--- config.mk ---
export PLATFORM = sky130hd
export DESIGN_NAME = uart
export DESIGN_NICKNAME = d
export VERILOG_FILES = /design/src/rtl/uart_pkg.sv /design/src/rtl/uart_fifo.sv /design/src/rtl/uart.sv
export SDC_FILE = /design/constraint.sdc
export NUM_CORES = 1
export LEC_CHECK = 0
export CAP_MARGIN = 25
export CORE_MARGIN = 5
export CORE_UTILIZATION = 55
export DETAILED_ROUTE_END_ITERATION = 10
export HOLD_SLACK_MARGIN = 0.1
export PLACE_DENSITY = 0.76
export SLEW_MARGIN = 20
export SYNTH_ARGS = -nofsm -noshare
export SYNTH_HDL_FRONTEND = slang
export SYNTH_SLANG_ARGS = --single-unit
export TNS_END_PERCENT = 5
--- constraint.sdc ---
create_clock -name clk -period 2.95 [get_ports clk]
set_input_delay 0.295 -clock clk [delete_from_list [all_inputs] [get_ports clk]]
set_output_delay 0.295 -clock clk [all_outputs]
set_load 0.005 [all_outputs]
--- src/rtl/uart_pkg.sv ---
// Shared definitions for the UART: register map, status bit positions and
// the state encoding used by both the transmit and receive sequencers.
package uart_pkg;

    localparam logic [3:0] UART_DATA = 4'd0;
    localparam logic [3:0] UART_STAT = 4'd1;
    localparam logic [3:0] UART_IE   = 4'd2;
    localparam logic [3:0] UART_DIV  = 4'd3;

    localparam int unsigned ST_RX_NONEMPTY = 0;
    localparam int unsigned ST_RX_FULL     = 1;
    localparam int unsigned ST_TX_EMPTY    = 2;
    localparam int unsigned ST_TX_FULL     = 3;
    localparam int unsigned ST_TX_BUSY     = 4;
    localparam int unsigned ST_RX_OVF      = 5;
    localparam int unsigned ST_FRAME_ERR   = 6;

    typedef enum logic [1:0] {
        S_IDLE  = 2'd0,
        S_START = 2'd1,
        S_DATA  = 2'd2,
        S_STOP  = 2'd3
    } fsm_state_e;

endpackage

--- src/rtl/uart_fifo.sv ---
// Byte FIFO with wrap-bit pointers; head is presented combinationally.
module uart_fifo #(
    parameter int unsigned DEPTH = 4
) (
    input  logic       clk,
    input  logic       reset,
    input  logic       push_i,
    input  logic [7:0] data_i,
    input  logic       pop_i,
    output logic       full_o,
    output logic       empty_o,
    output logic [7:0] head_o
);

    localparam int unsigned AW = $clog2(DEPTH);

    logic [AW:0] wr_ptr_q, wr_ptr_d;
    logic [AW:0] rd_ptr_q, rd_ptr_d;
    logic [7:0]  mem_q [DEPTH];
    logic        do_push, do_pop;

    assign empty_o = (wr_ptr_q == rd_ptr_q);
    assign full_o  = (wr_ptr_q[AW] != rd_ptr_q[AW]) &&
                     (wr_ptr_q[AW-1:0] == rd_ptr_q[AW-1:0]);
    assign head_o  = mem_q[rd_ptr_q[AW-1:0]];

    assign do_pop  = pop_i && !empty_o;
    // A same-cycle pop frees the head slot, so a push into a full FIFO still lands.
    assign do_push = push_i && (!full_o || do_pop);

    always_comb begin
        wr_ptr_d = wr_ptr_q;
        rd_ptr_d = rd_ptr_q;
        if (do_push) wr_ptr_d = wr_ptr_q + 1'b1;
        if (do_pop)  rd_ptr_d = rd_ptr_q + 1'b1;
    end

    always_ff @(posedge clk) begin
        if (!reset) begin
            wr_ptr_q <= '0;
            rd_ptr_q <= '0;
        end else begin
            wr_ptr_q <= wr_ptr_d;
            rd_ptr_q <= rd_ptr_d;
        end
    end

    always_ff @(posedge clk) begin
        if (do_push) mem_q[wr_ptr_q[AW-1:0]] <= data_i;
    end

endmodule

--- src/rtl/uart.sv ---
// 8N1 UART with TX/RX byte FIFOs on a 16-bit register bus and a level
// interrupt built from the enabled status causes.
module uart
    import uart_pkg::*;
#(
    parameter int unsigned FIFO_DEPTH = 4,
    parameter logic [15:0] DIV_RESET  = 16'd433
) (
    input  logic        clk,
    input  logic        reset,
    input  logic        io_write,
    input  logic        io_read,
    input  logic [3:0]  io_addr,
    input  logic [15:0] io_wdata,
    output logic [15:0] io_rdata,
    input  logic        rx,
    output logic        tx,
    output logic        uart_intr
);

    logic [15:0] div_q, div_d;
    logic [2:0]  ie_q, ie_d;
    logic        ovf_q, ovf_d, ferr_q, ferr_d;

    fsm_state_e  tx_state_q, tx_state_d;
    logic [15:0] tx_cnt_q, tx_cnt_d;
    logic [2:0]  tx_bit_q, tx_bit_d;
    logic [7:0]  tx_sh_q, tx_sh_d;
    logic        tx_q, tx_d, tx_pop;

    logic        rx_s1_q, rx_s2_q, rx_prev_q;
    fsm_state_e  rx_state_q, rx_state_d;
    logic [15:0] rx_cnt_q, rx_cnt_d;
    logic [2:0]  rx_bit_q, rx_bit_d;
    logic [7:0]  rx_sh_q, rx_sh_d;
    logic        rx_push, ovf_set, ferr_set;

    logic        tx_full, tx_empty, rx_full, rx_empty;
    logic [7:0]  tx_head, rx_head;
    logic        wr_data, wr_stat, wr_ie, wr_div, rx_pop;
    logic [6:0]  status;

    assign wr_data = io_write && (io_addr == UART_DATA) && !tx_full;
    assign wr_stat = io_write && (io_addr == UART_STAT);
    assign wr_ie   = io_write && (io_addr == UART_IE);
    assign wr_div  = io_write && (io_addr == UART_DIV);
    assign rx_pop  = io_read && (io_addr == UART_DATA) && !rx_empty;

    uart_fifo #(.DEPTH(FIFO_DEPTH)) u_tx_fifo (
        .clk     (clk),
        .reset   (reset),
        .push_i  (wr_data),
        .data_i  (io_wdata[7:0]),
        .pop_i   (tx_pop),
        .full_o  (tx_full),
        .empty_o (tx_empty),
        .head_o  (tx_head)
    );

    uart_fifo #(.DEPTH(FIFO_DEPTH)) u_rx_fifo (
        .clk     (clk),
        .reset   (reset),
        .push_i  (rx_push),
        .data_i  (rx_sh_q),
        .pop_i   (rx_pop),
        .full_o  (rx_full),
        .empty_o (rx_empty),
        .head_o  (rx_head)
    );

    always_comb begin
        tx_state_d = tx_state_q;
        tx_cnt_d   = tx_cnt_q;
        tx_bit_d   = tx_bit_q;
        tx_sh_d    = tx_sh_q;
        tx_d       = tx_q;
        tx_pop     = 1'b0;
        case (tx_state_q)
            S_IDLE: begin
                if (!tx_empty) begin
                    tx_pop     = 1'b1;
                    tx_sh_d    = tx_head;
                    tx_cnt_d   = div_q;
                    tx_d       = 1'b0;
                    tx_state_d = S_START;
                end
            end
            S_START: begin
                if (tx_cnt_q == '0) begin
                    tx_d       = tx_sh_q[0];
                    tx_sh_d    = tx_sh_q >> 1;
                    tx_cnt_d   = div_q;
                    tx_bit_d   = '0;
                    tx_state_d = S_DATA;
                end else begin
                    tx_cnt_d = tx_cnt_q - 1'b1;
                end
            end
            S_DATA: begin
                if (tx_cnt_q == '0) begin
                    tx_cnt_d = div_q;
                    if (tx_bit_q == 3'd7) begin
                        tx_d       = 1'b1;
                        tx_state_d = S_STOP;
                    end else begin
                        tx_d     = tx_sh_q[0];
                        tx_sh_d  = tx_sh_q >> 1;
                        tx_bit_d = tx_bit_q + 1'b1;
                    end
                end else begin
                    tx_cnt_d = tx_cnt_q - 1'b1;
                end
            end
            S_STOP: begin
                if (tx_cnt_q == '0) begin
                    // Chain straight into the next start bit so queued frames leave no gap.
                    if (!tx_empty) begin
                        tx_pop     = 1'b1;
                        tx_sh_d    = tx_head;
                        tx_cnt_d   = div_q;
                        tx_d       = 1'b0;
                        tx_state_d = S_START;
                    end else begin
                        tx_d       = 1'b1;
                        tx_state_d = S_IDLE;
                    end
                end else begin
                    tx_cnt_d = tx_cnt_q - 1'b1;
                end
            end
            default: tx_state_d = S_IDLE;
        endcase
    end

    always_comb begin
        rx_state_d = rx_state_q;
        rx_cnt_d   = rx_cnt_q;
        rx_bit_d   = rx_bit_q;
        rx_sh_d    = rx_sh_q;
        rx_push    = 1'b0;
        ovf_set    = 1'b0;
        ferr_set   = 1'b0;
        case (rx_state_q)
            S_IDLE: begin
                if (rx_prev_q && !rx_s2_q) begin
                    rx_cnt_d   = div_q >> 1;
                    rx_state_d = S_START;
                end
            end
            S_START: begin
                if (rx_cnt_q == '0) begin
                    if (rx_s2_q) begin
                        rx_state_d = S_IDLE;
                    end else begin
                        rx_cnt_d   = div_q;
                        rx_bit_d   = '0;
                        rx_state_d = S_DATA;
                    end
                end else begin
                    rx_cnt_d = rx_cnt_q - 1'b1;
                end
            end
            S_DATA: begin
                if (rx_cnt_q == '0) begin
                    rx_sh_d  = {rx_s2_q, rx_sh_q[7:1]};
                    rx_cnt_d = div_q;
                    if (rx_bit_q == 3'd7) rx_state_d = S_STOP;
                    else                  rx_bit_d   = rx_bit_q + 1'b1;
                end else begin
                    rx_cnt_d = rx_cnt_q - 1'b1;
                end
            end
            S_STOP: begin
                if (rx_cnt_q == '0) begin
                    rx_state_d = S_IDLE;
                    if (!rx_s2_q)                 ferr_set = 1'b1;
                    else if (!rx_full || rx_pop)  rx_push  = 1'b1;
                    else                          ovf_set  = 1'b1;
                end else begin
                    rx_cnt_d = rx_cnt_q - 1'b1;
                end
            end
            default: rx_state_d = S_IDLE;
        endcase
    end

    always_comb begin
        div_d  = wr_div ? io_wdata : div_q;
        ie_d   = wr_ie ? io_wdata[2:0] : ie_q;
        ovf_d  = (ovf_q  && !(wr_stat && io_wdata[5])) || ovf_set;
        ferr_d = (ferr_q && !(wr_stat && io_wdata[6])) || ferr_set;
    end

    always_ff @(posedge clk) begin
        if (!reset) begin
            div_q      <= DIV_RESET;
            ie_q       <= '0;
            ovf_q      <= 1'b0;
            ferr_q     <= 1'b0;
            tx_state_q <= S_IDLE;
            tx_cnt_q   <= '0;
            tx_bit_q   <= '0;
            tx_sh_q    <= '0;
            tx_q       <= 1'b1;
            rx_s1_q    <= 1'b1;
            rx_s2_q    <= 1'b1;
            rx_prev_q  <= 1'b1;
            rx_state_q <= S_IDLE;
            rx_cnt_q   <= '0;
            rx_bit_q   <= '0;
            rx_sh_q    <= '0;
        end else begin
            div_q      <= div_d;
            ie_q       <= ie_d;
            ovf_q      <= ovf_d;
            ferr_q     <= ferr_d;
            tx_state_q <= tx_state_d;
            tx_cnt_q   <= tx_cnt_d;
            tx_bit_q   <= tx_bit_d;
            tx_sh_q    <= tx_sh_d;
            tx_q       <= tx_d;
            rx_s1_q    <= rx;
            rx_s2_q    <= rx_s1_q;
            rx_prev_q  <= rx_s2_q;
            rx_state_q <= rx_state_d;
            rx_cnt_q   <= rx_cnt_d;
            rx_bit_q   <= rx_bit_d;
            rx_sh_q    <= rx_sh_d;
        end
    end

    always_comb begin
        status                 = '0;
        status[ST_RX_NONEMPTY] = !rx_empty;
        status[ST_RX_FULL]     = rx_full;
        status[ST_TX_EMPTY]    = tx_empty;
        status[ST_TX_FULL]     = tx_full;
        status[ST_TX_BUSY]     = (tx_state_q != S_IDLE);
        status[ST_RX_OVF]      = ovf_q;
        status[ST_FRAME_ERR]   = ferr_q;
    end

    always_comb begin
        io_rdata = '0;
        case (io_addr)
            UART_DATA: io_rdata = rx_empty ? '0 : {8'h00, rx_head};
            UART_STAT: io_rdata = {9'h000, status};
            UART_IE:   io_rdata = {13'h0000, ie_q};
            UART_DIV:  io_rdata = div_q;
            default:   io_rdata = '0;
        endcase
    end

    assign tx        = tx_q;
    assign uart_intr = |(ie_q & {ovf_q | ferr_q, tx_empty, !rx_empty});

endmodule

==> results, run 1 <==
- The startpoint kind of the worst setup timing path is an input port.
- The die covers 17800 um2.
- The most prevalent standard cell on the critical path is sky130_fd_sc_hd__clkdlybuf4s50_1.
- The count of nets left with antenna violations once routing finished came out at 0.
- Setup violations remaining at the end of the flow were counted as 0.
- The critical path in this run is classified as in -> out.
- The post-route non-filler standard cell count is 1053.
- The register bit total from synthesis is 163.
- After detailed routing, the average wire length per cell comes to 19.4 um.
- The pre-CTS worst setup slack is 0.144 ns.
- The clock latency reported for the late side of the worst-skew pair is 0.42 ns.
- The width of the chip is 133 um.
- Net switching is 40.4% of the power.
- Headroom to the max-slew limit came out at 42.8%.
- The power share of the sequential group is 31.3%.
- Power spread over the standard cell area amounts to 919 nW/um2.
- The cell-internal power is 0.00517 W.
- The number of nets at the end of the flow is 905.
- Counting the fill cells in the layout gives 1150.
- At the worst endpoint, the arrival time is 2.50 ns.
- The share of final-layout standard cells stronger than drive strength 1 is 11.1%.
- Sorting the synthesized cells by area gives the leading types as sky130_fd_sc_hd__dfxtp_1, sky130_fd_sc_hd__edfxtp_1, sky130_fd_sc_hd__nand2_1.
- The share of synthesized registers carrying an async set or reset is 0%.
- For this design the total switching power over the nets is 0.00350 W.
- In this design, the largest share of critical-path delay is due to buffers and inverters.
- Combinational logic is responsible for 45.2% of the overall power.
- The total overflow reported by the global router is 0.
- The final-layout setup total negative slack is 0 ns.
- The post-route standard cell area excluding fillers is 9430 um2.
- The hold slack is 0.128 ns.
- The antenna cell count is 0.
- For this run, design rule violations remaining after detail routing come to 0.
- Setup repair after global routing left no endpoint under its margin.
- CTS built an H-tree with a depth of 4.
- The time the final worst path needs with I/O delays and setup is 2.79 ns.
- At the pin with the least slew margin, the transition time is 0.849 ns.
- The type of destination of the critical path is an output pin.
- On the final layout, the worst clock skew is 0.00802 ns.
- The share of the yosys chip area belonging to registers is 46.7%.
- The number of hold-repair buffers added at the cts stage is 0.
- On the worst path, the slowest cell contributes a delay of 0.53 ns.
- The count of instances resized after the clock tree is built is 0.
- A synthesized cell averages 10.1 um2.
- The number of buffers between clock root and the deepest sink is 2.
- Dividing the detail-routed via count by the number of cells gives 6.28.
- The initial antenna violation count is 0.
- The worst endpoint required time is 2.65 ns.
- Among all flip-flop cells after synthesis, the most frequent one is sky130_fd_sc_hd__dfxtp_1.
- Counting flops with a built-in enable in the synthesized netlist gives 64.
- The initial utilization of the core area, before any placement, comes to 55.6%.
- TritonCTS created 17 clock buffers.
- After the first detailed-routing iteration, the DRC count stood at 773.
- CTS saw 163 sinks.
- The run finished with clean final reports.
- Detailed placement finished with a half-perimeter wire length of 14.1 mm.
- The wire length reported by the detailed router is 20.5 mm.
- TritonCTS built the clock tree.
- The classification of the worst-slack hold path is in -> reg.
- The largest total area in the synthesized netlist belongs to sky130_fd_sc_hd__dfxtp_1.
- The post-route fraction of the period consumed by the critical path is 94.7%.
- The yosys synthesis warning count is 0.
- Sorting the synthesized cells by how often they occur yields sky130_fd_sc_hd__nand2_1, sky130_fd_sc_hd__dfxtp_1, sky130_fd_sc_hd__edfxtp_1.
- Walking the worst path, the cells encountered are clkdlybuf4s50_1, nor4_1, and2_1, a221o_1, clkdlybuf4s50_1.
- The vias after detailed routing is 6615.
- The instance count after placement with tap cells included is 1021.
- The peak supply drop is 0.589 mV.
- The aggregate global-route resource usage is 23.5%.
- The share of power burned in the clock network is 23.6%.
- After clock tree synthesis, the setup repair step added 0 buffers.
- The slowest cell on the critical path is sky130_fd_sc_hd__clkdlybuf4s50_1.
- Counting every instance in the synthesized netlist gives 825.
- Counting both buffers and inverters, the worst setup path holds a total of 2.
- The die is 133 um tall.
- The area share of the largest cell type after synthesis is 23.7%.
- Entering global routing, the biggest net connects 60 pins.
- The final worst-path setup slack is 0.157 ns.
- The tool flagged a number of max-cap violations equal to 0.
- The analysis attributes to cell leakage a power of 3.46 nW.
- In this run the cell area of the synthesized design comes to 8350 um2.
- After floorplanning, the core was divided into 45 placement rows.
- The number of global-route vias before repair is 6486.
- After clock tree synthesis, the clock-pin slew on the worst setup and hold paths is 0.06 ns.
- The final estimated routing congestion in global placement is 0.896.
- The wire length of the first global-routing pass is 33.6 mm.
- The synthesized net count is 878.
- The count of buffers from port buffering is 42.
- The top achievable clock speed is 358 MHz.
- From synthesis to final layout, the design area changed by 12.9%.
- The hold violation total from the final report is 0.
- The largest fanout on the critical path is 10.
- The placeable core area is 15000 um2.
- The first detailed-routing pass ran for 5 iterations.
- The number of max-slew violations in the final report is 0.
- For this design the top-level I/O count stands at 43.
- The most frequently used cell type in the post-synthesis netlist is sky130_fd_sc_hd__nand2_1.
- In this run the cell area measured after placement is 8890 um2.
- Yosys mapped the design onto 82 distinct sky130hd cell types.
- The clock tree root buffer cell is sky130_fd_sc_hd__clkbuf_16.
[cell usage in the layout (no fill, tap or decap), types with 5 or more instances in the layout]
master | synthesis | layout
sky130_fd_sc_hd__o31ai_1 | 6 | 6
sky130_fd_sc_hd__clkbuf_16 | 0 | 17
sky130_fd_sc_hd__o21a_1 | 5 | 5
sky130_fd_sc_hd__ha_1 | 28 | 28
sky130_fd_sc_hd__o21ai_0 | 26 | 26
sky130_fd_sc_hd__clkdlybuf4s50_1 | 0 | 41
sky130_fd_sc_hd__o22ai_1 | 5 | 5
sky130_fd_sc_hd__mux4_2 | 16 | 16
sky130_fd_sc_hd__a311oi_1 | 5 | 5
sky130_fd_sc_hd__dfxtp_1 | 99 | 99
sky130_fd_sc_hd__a32o_1 | 5 | 5
sky130_fd_sc_hd__and3_1 | 5 | 5
sky130_fd_sc_hd__nor3_2 | 6 | 6
sky130_fd_sc_hd__edfxtp_1 | 64 | 64
sky130_fd_sc_hd__mux2i_1 | 20 | 20
sky130_fd_sc_hd__inv_1 | 22 | 21
sky130_fd_sc_hd__a221oi_1 | 8 | 8
sky130_fd_sc_hd__o32ai_1 | 5 | 5
sky130_fd_sc_hd__and2_1 | 22 | 22
sky130_fd_sc_hd__nor3_1 | 11 | 11
sky130_fd_sc_hd__buf_4 | 4 | 17
sky130_fd_sc_hd__nor2_1 | 61 | 61
sky130_fd_sc_hd__o221ai_1 | 7 | 7
sky130_fd_sc_hd__nand2_1 | 112 | 112
sky130_fd_sc_hd__a32oi_1 | 7 | 7
sky130_fd_sc_hd__a21oi_1 | 35 | 35
sky130_fd_sc_hd__xnor2_1 | 19 | 19
sky130_fd_sc_hd__nand3_1 | 49 | 49
sky130_fd_sc_hd__a31oi_1 | 10 | 10
sky130_fd_sc_hd__a22oi_1 | 5 | 5
sky130_fd_sc_hd__nand2b_1 | 9 | 9
sky130_fd_sc_hd__xor2_1 | 16 | 16
sky130_fd_sc_hd__mux2_2 | 5 | 5
sky130_fd_sc_hd__a21boi_0 | 5 | 5
[kinds of logic (layout without fill, tap and decap cells)]
family          count (synthesis)  in the layout  synth area share (%)
compound gates                173            173                  15.2
simple gates                  311            311                  18.8
flops                         163            163                  46.7
fa+ha+maj                      28             28                  4.19
mux                            42             42                  7.52
buf+inv                        73            113                  3.97
xor+xnor                       35             35                  3.67
[final cells by class]
type                       count  area [um2]  area share, %
tap                          188         235           2.49
clock buffer                  22         454           4.82
timing repair buffer          59         543           5.76
inverter                      22        82.6          0.876
sequential                   163        3900           41.4
clock inverter                10        86.3          0.916
multi-input combinational    589        4120           43.7
[power groups by stage]
stage          Clock [W]  Sequential (W)  Combinational [W]
2_1_floorplan          0         0.00268            0.00323
3_3_place_gp           0         0.00274            0.00371
3_5_place_dp           0         0.00275            0.00383
4_1_cts          0.00206         0.00271            0.00386
5_1_grt          0.00217         0.00274            0.00426
6_report         0.00204         0.00271            0.00391
[metal layers]
| metal | GRT usage, % | up-vias | share of wire, % |
|---|---|---|---|
| met5 | 0 | - | 0 |
| met4 | 6.00 | 0 | 1.4 |
| met1 | 30.3 | 3214 | 41 |
| li1 | - | 3088 | - |
| met2 | 40.4 | 281 | 51 |
| met3 | 4.98 | 32 | 6.5 |
[final timing paths]
path,start,cells after the start,slack (ns),to
max,io_addr[0],5,0.16,io_rdata[0]
min,reset,2,0.13,div_q[8]
max reg2reg,tx_cnt_q[0],7,0.40,tx_cnt_q[9]
min reg2reg,rx_s1_q,1,0.41,rx_s2_q
[stage by stage]
step           power, W  util [%]
2_1_floorplan   0.00591         -
3_3_place_gp    0.00645      59.1
3_5_place_dp    0.00658      59.1
4_1_cts         0.00863      62.7
5_1_grt         0.00916      62.7
6_report        0.00867      62.7
[state kept, by name, summed over array words and instances (netlist names), 2 cells and up, named ones only]
| signal | flops |
|---|---|
| rx_bit_q | 3 |
| u_rx_fifo.wr_ptr_q | 3 |
| rx_cnt_q | 16 |
| tx_cnt_q | 16 |
| tx_state_q | 2 |
| u_rx_fifo.mem_q | 32 |
| u_tx_fifo.mem_q | 32 |
| u_tx_fifo.rd_ptr_q | 3 |
| rx_sh_q | 8 |
| tx_sh_q | 8 |
| u_tx_fifo.wr_ptr_q | 3 |
| div_q | 16 |
| u_rx_fifo.rd_ptr_q | 3 |
| tx_bit_q | 3 |
| ie_q | 3 |
Note: power is estimated with default switching activity, not from simulation.
==> inputs of run 2 (changes only) <==
Settings changed: RECOVER_POWER set to 100.
==> results, run 2 (same netlist as run 1, synthesis figures left out) <==
- The buffers plus inverters on the worst setup path was 1 (-1).
- The wire length of the first global-routing pass is 33.6 mm (unchanged).
- The clock skew was 0.00757 ns (-0.000454 ns).
- The vias after detailed routing came to 6626 (+0.17%).
- The clock input transition at the sequential cells of the worst setup and hold paths is 0.06 ns (about the same).
- Traced cell by cell, the critical path runs through xnor2_1, nand3_1, and2_1, a221o_1, dlygate4sd3_1.
- The endpoint arrival time on the critical path is 2.55 ns (+0.05 ns).
- The time the final worst path needs with I/O delays and setup was 2.85 ns (+0.0547 ns).
- The mean routed wirelength per cell was 19.4 um (about the same).
- The count of instances resized after the clock tree is built is 0 (unchanged).
- The number of buffers between clock root and the deepest sink is 2 (unchanged).
- The total iterations of the first detailed-routing run is 5 (unchanged).
- The number of hold-repair buffers added at the cts stage is 0 (unchanged).
- The post-route fraction of the period consumed by the critical path came to 96.5% (+1.9 points).
- The final-layout setup total negative slack is 0 ns (unchanged).
- The peak supply drop was 0.561 mV (-4.8%).
- On the critical path the largest part of the delay comes from buffers and inverters.
- The overall die area came to 17800 um2 (unchanged).
- The clock sink total is 163 (unchanged).
- The slowest cell on the critical path is sky130_fd_sc_hd__dlygate4sd3_1.
- The number of max-capacitance violations reported is 1 (+1).
- The share of final-layout standard cells stronger than drive strength 1 is 9.25% (-1.8 points).
- The checks that failed: capacitance limit, slew limit.
- Setup repair after global routing left no endpoint under its margin.
- The number of top-level design ports is 43 (unchanged).
- The total overflow reported by the global router came to 0 (unchanged).
- The most frequent standard cell in the layout excluding fill and tap cells is sky130_fd_sc_hd__nand2_1.
- The number of nets at the end of the flow is 905 (unchanged).
- The number of filler instances in the final layout is 1164 (+1.2%).
- The stage delay of the slowest cell on the critical path is 0.58 ns (+0.05 ns).
- STA classifies the critical path endpoint as an output pin.
- The antenna cell count came to 0 (unchanged).
- The instance count after placement with tap cells included is 1021 (unchanged).
- The pin count of the biggest net entering global routing came to 60 (unchanged).
- The number of design-rule violations left by the first detailed-router iteration is 812 (+5.0%).
- The post-route non-filler standard cell count is 1053 (unchanged).
- The signed area change from the synthesized netlist to the final layout is 11.7%.
- The effective utilization at floorplan is 55.6% (unchanged).
- The buffers inserted during post-CTS setup optimization came to 0 (unchanged).
- The row count was 45 (unchanged).
- The largest fanout on the critical path is 10 (unchanged).
- The aggregate global-route resource usage came to 23.5% (unchanged).
- The leakage power is 3.47 nW (+0.41%).
- The clock latency reported for the late side of the worst-skew pair is 0.42 ns (about the same).
- The transition at the pin with the smallest max-transition slack is 2.09 ns (+1.24 ns).
- The wire length reported by the detailed router is 20.5 mm (about the same).
- The detailed-placement wirelength estimate came to 14.1 mm (unchanged).
- The class of the most critical setup path is reg -> out.
- The hold violation total from the final report is 0 (unchanged).
- The startpoint kind of the worst setup timing path is a flop.
- The initial antenna violation count is 0 (unchanged).
- The hold slack is 0.175 ns (+0.0472 ns).
- The placeable core area came to 15000 um2 (unchanged).
- The count of unresolved DRC violations after routing was 0 (unchanged).
- TritonCTS built the clock tree.
- The number of vias per cell is 6.29 (+0.17%).
- The top achievable clock speed is 351 MHz (-1.9%).
- The final design utilization is 62.1% (-0.64 points).
- The clock tree root buffer cell is sky130_fd_sc_hd__clkbuf_16.
- The final estimated routing congestion in global placement is 0.896 (unchanged).
- The number of buffers created by CTS is 17 (unchanged).
- The classification of the worst-slack hold path is in -> reg.
- The final number of setup-violating endpoints was 0 (unchanged).
- The flow ran to the end, but the final reports show violations.
- The number of nets still failing antenna checks after routing was 0 (unchanged).
- The power per cell area is 898 nW/um2 (-2.3%).
- The number of max-slew violations in the final report is 44 (+44).
- The number of global-route vias before repair is 6486 (unchanged).
- The width of the chip is 133 um (unchanged).
- Leaving out fill and tap cells, the most frequent cells in the layout are sky130_fd_sc_hd__nand2_1, sky130_fd_sc_hd__dfxtp_1, sky130_fd_sc_hd__edfxtp_1, sky130_fd_sc_hd__nor2_1, sky130_fd_sc_hd__nand3_1.
- The count of buffers from port buffering came to 42 (unchanged).
- The floorplan die height is 133 um (unchanged).
- The headroom to the max-slew limit is -39.4% (-82 points).
- The worst endpoint required time is 2.65 ns (about the same).
- The maximum level of the CTS H-tree is 4 (unchanged).
- The register-to-register setup slack is 0.23 ns (-0.17 ns).
[run 2: cell types whose count changed in the layout (fill, tap and decap cells not counted), sizes merged]
cell	before	now
clkdlybuf4s50	41	17
buf	18	13
clkbuf	22	27
dlygate4sd3	0	24
[run 2: power by group]
group          total (W)  leakage [nW]  internal (W)  switching [W]
clock network    0.00204         0.265       0.00118       0.000869
registers        0.00269          1.39       0.00249       0.000196
logic            0.00365          1.82       0.00138        0.00227
total            0.00838          3.47       0.00504        0.00334
[run 2: area by class of cell]
class                      instances  area, um2  share of cell area [%]
tap                              188        235                    2.52
clock inverter                    10       86.3                   0.925
sequential                       163       3900                    41.8
inverter                          22       82.6                   0.885
clock buffer                      22        454                    4.87
multi-input combinational        589       4040                    43.3
timing repair buffer              59        528                    5.66
[run 2: final timing paths]
path / cells after the start / from / end
worst min register to register: 1 / rx_s1_q / rx_s2_q
worst max register to register: 7 / tx_cnt_q[0] / tx_cnt_q[7]
worst max-delay path: 5 / u_rx_fifo.wr_ptr_q[0] / io_rdata[4]
worst min-delay path: 2 / reset / div_q[8]
[run 2: metrics by stage]
step / instance area (um2) / setup WS, ns / power (W)
after floorplan: 8350 / 0.824 / 0.00591
after global placement: 8890 / 0.252 / 0.00645
after detailed placement: 8890 / 0.144 / 0.00658
after CTS: 9430 / 0.128 / 0.00863
after global routing: 9330 / 0.0348 / 0.00959
final: 9330 / 0.102 / 0.00838
[run 2: layer usage]
layer | up-vias | share of wire (%) | wire length (um) | global-route usage [%]
li1 | 3077 | - | - | -
met1 | 3244 | 42 | 8590 | 30.3
met2 | 277 | 51 | 10300 | 40.4
met3 | 28 | 6.2 | 1260 | 4.98
met4 | 0 | 1.3 | 274 | 6.00
met5 | - | 0 | 0 | 0
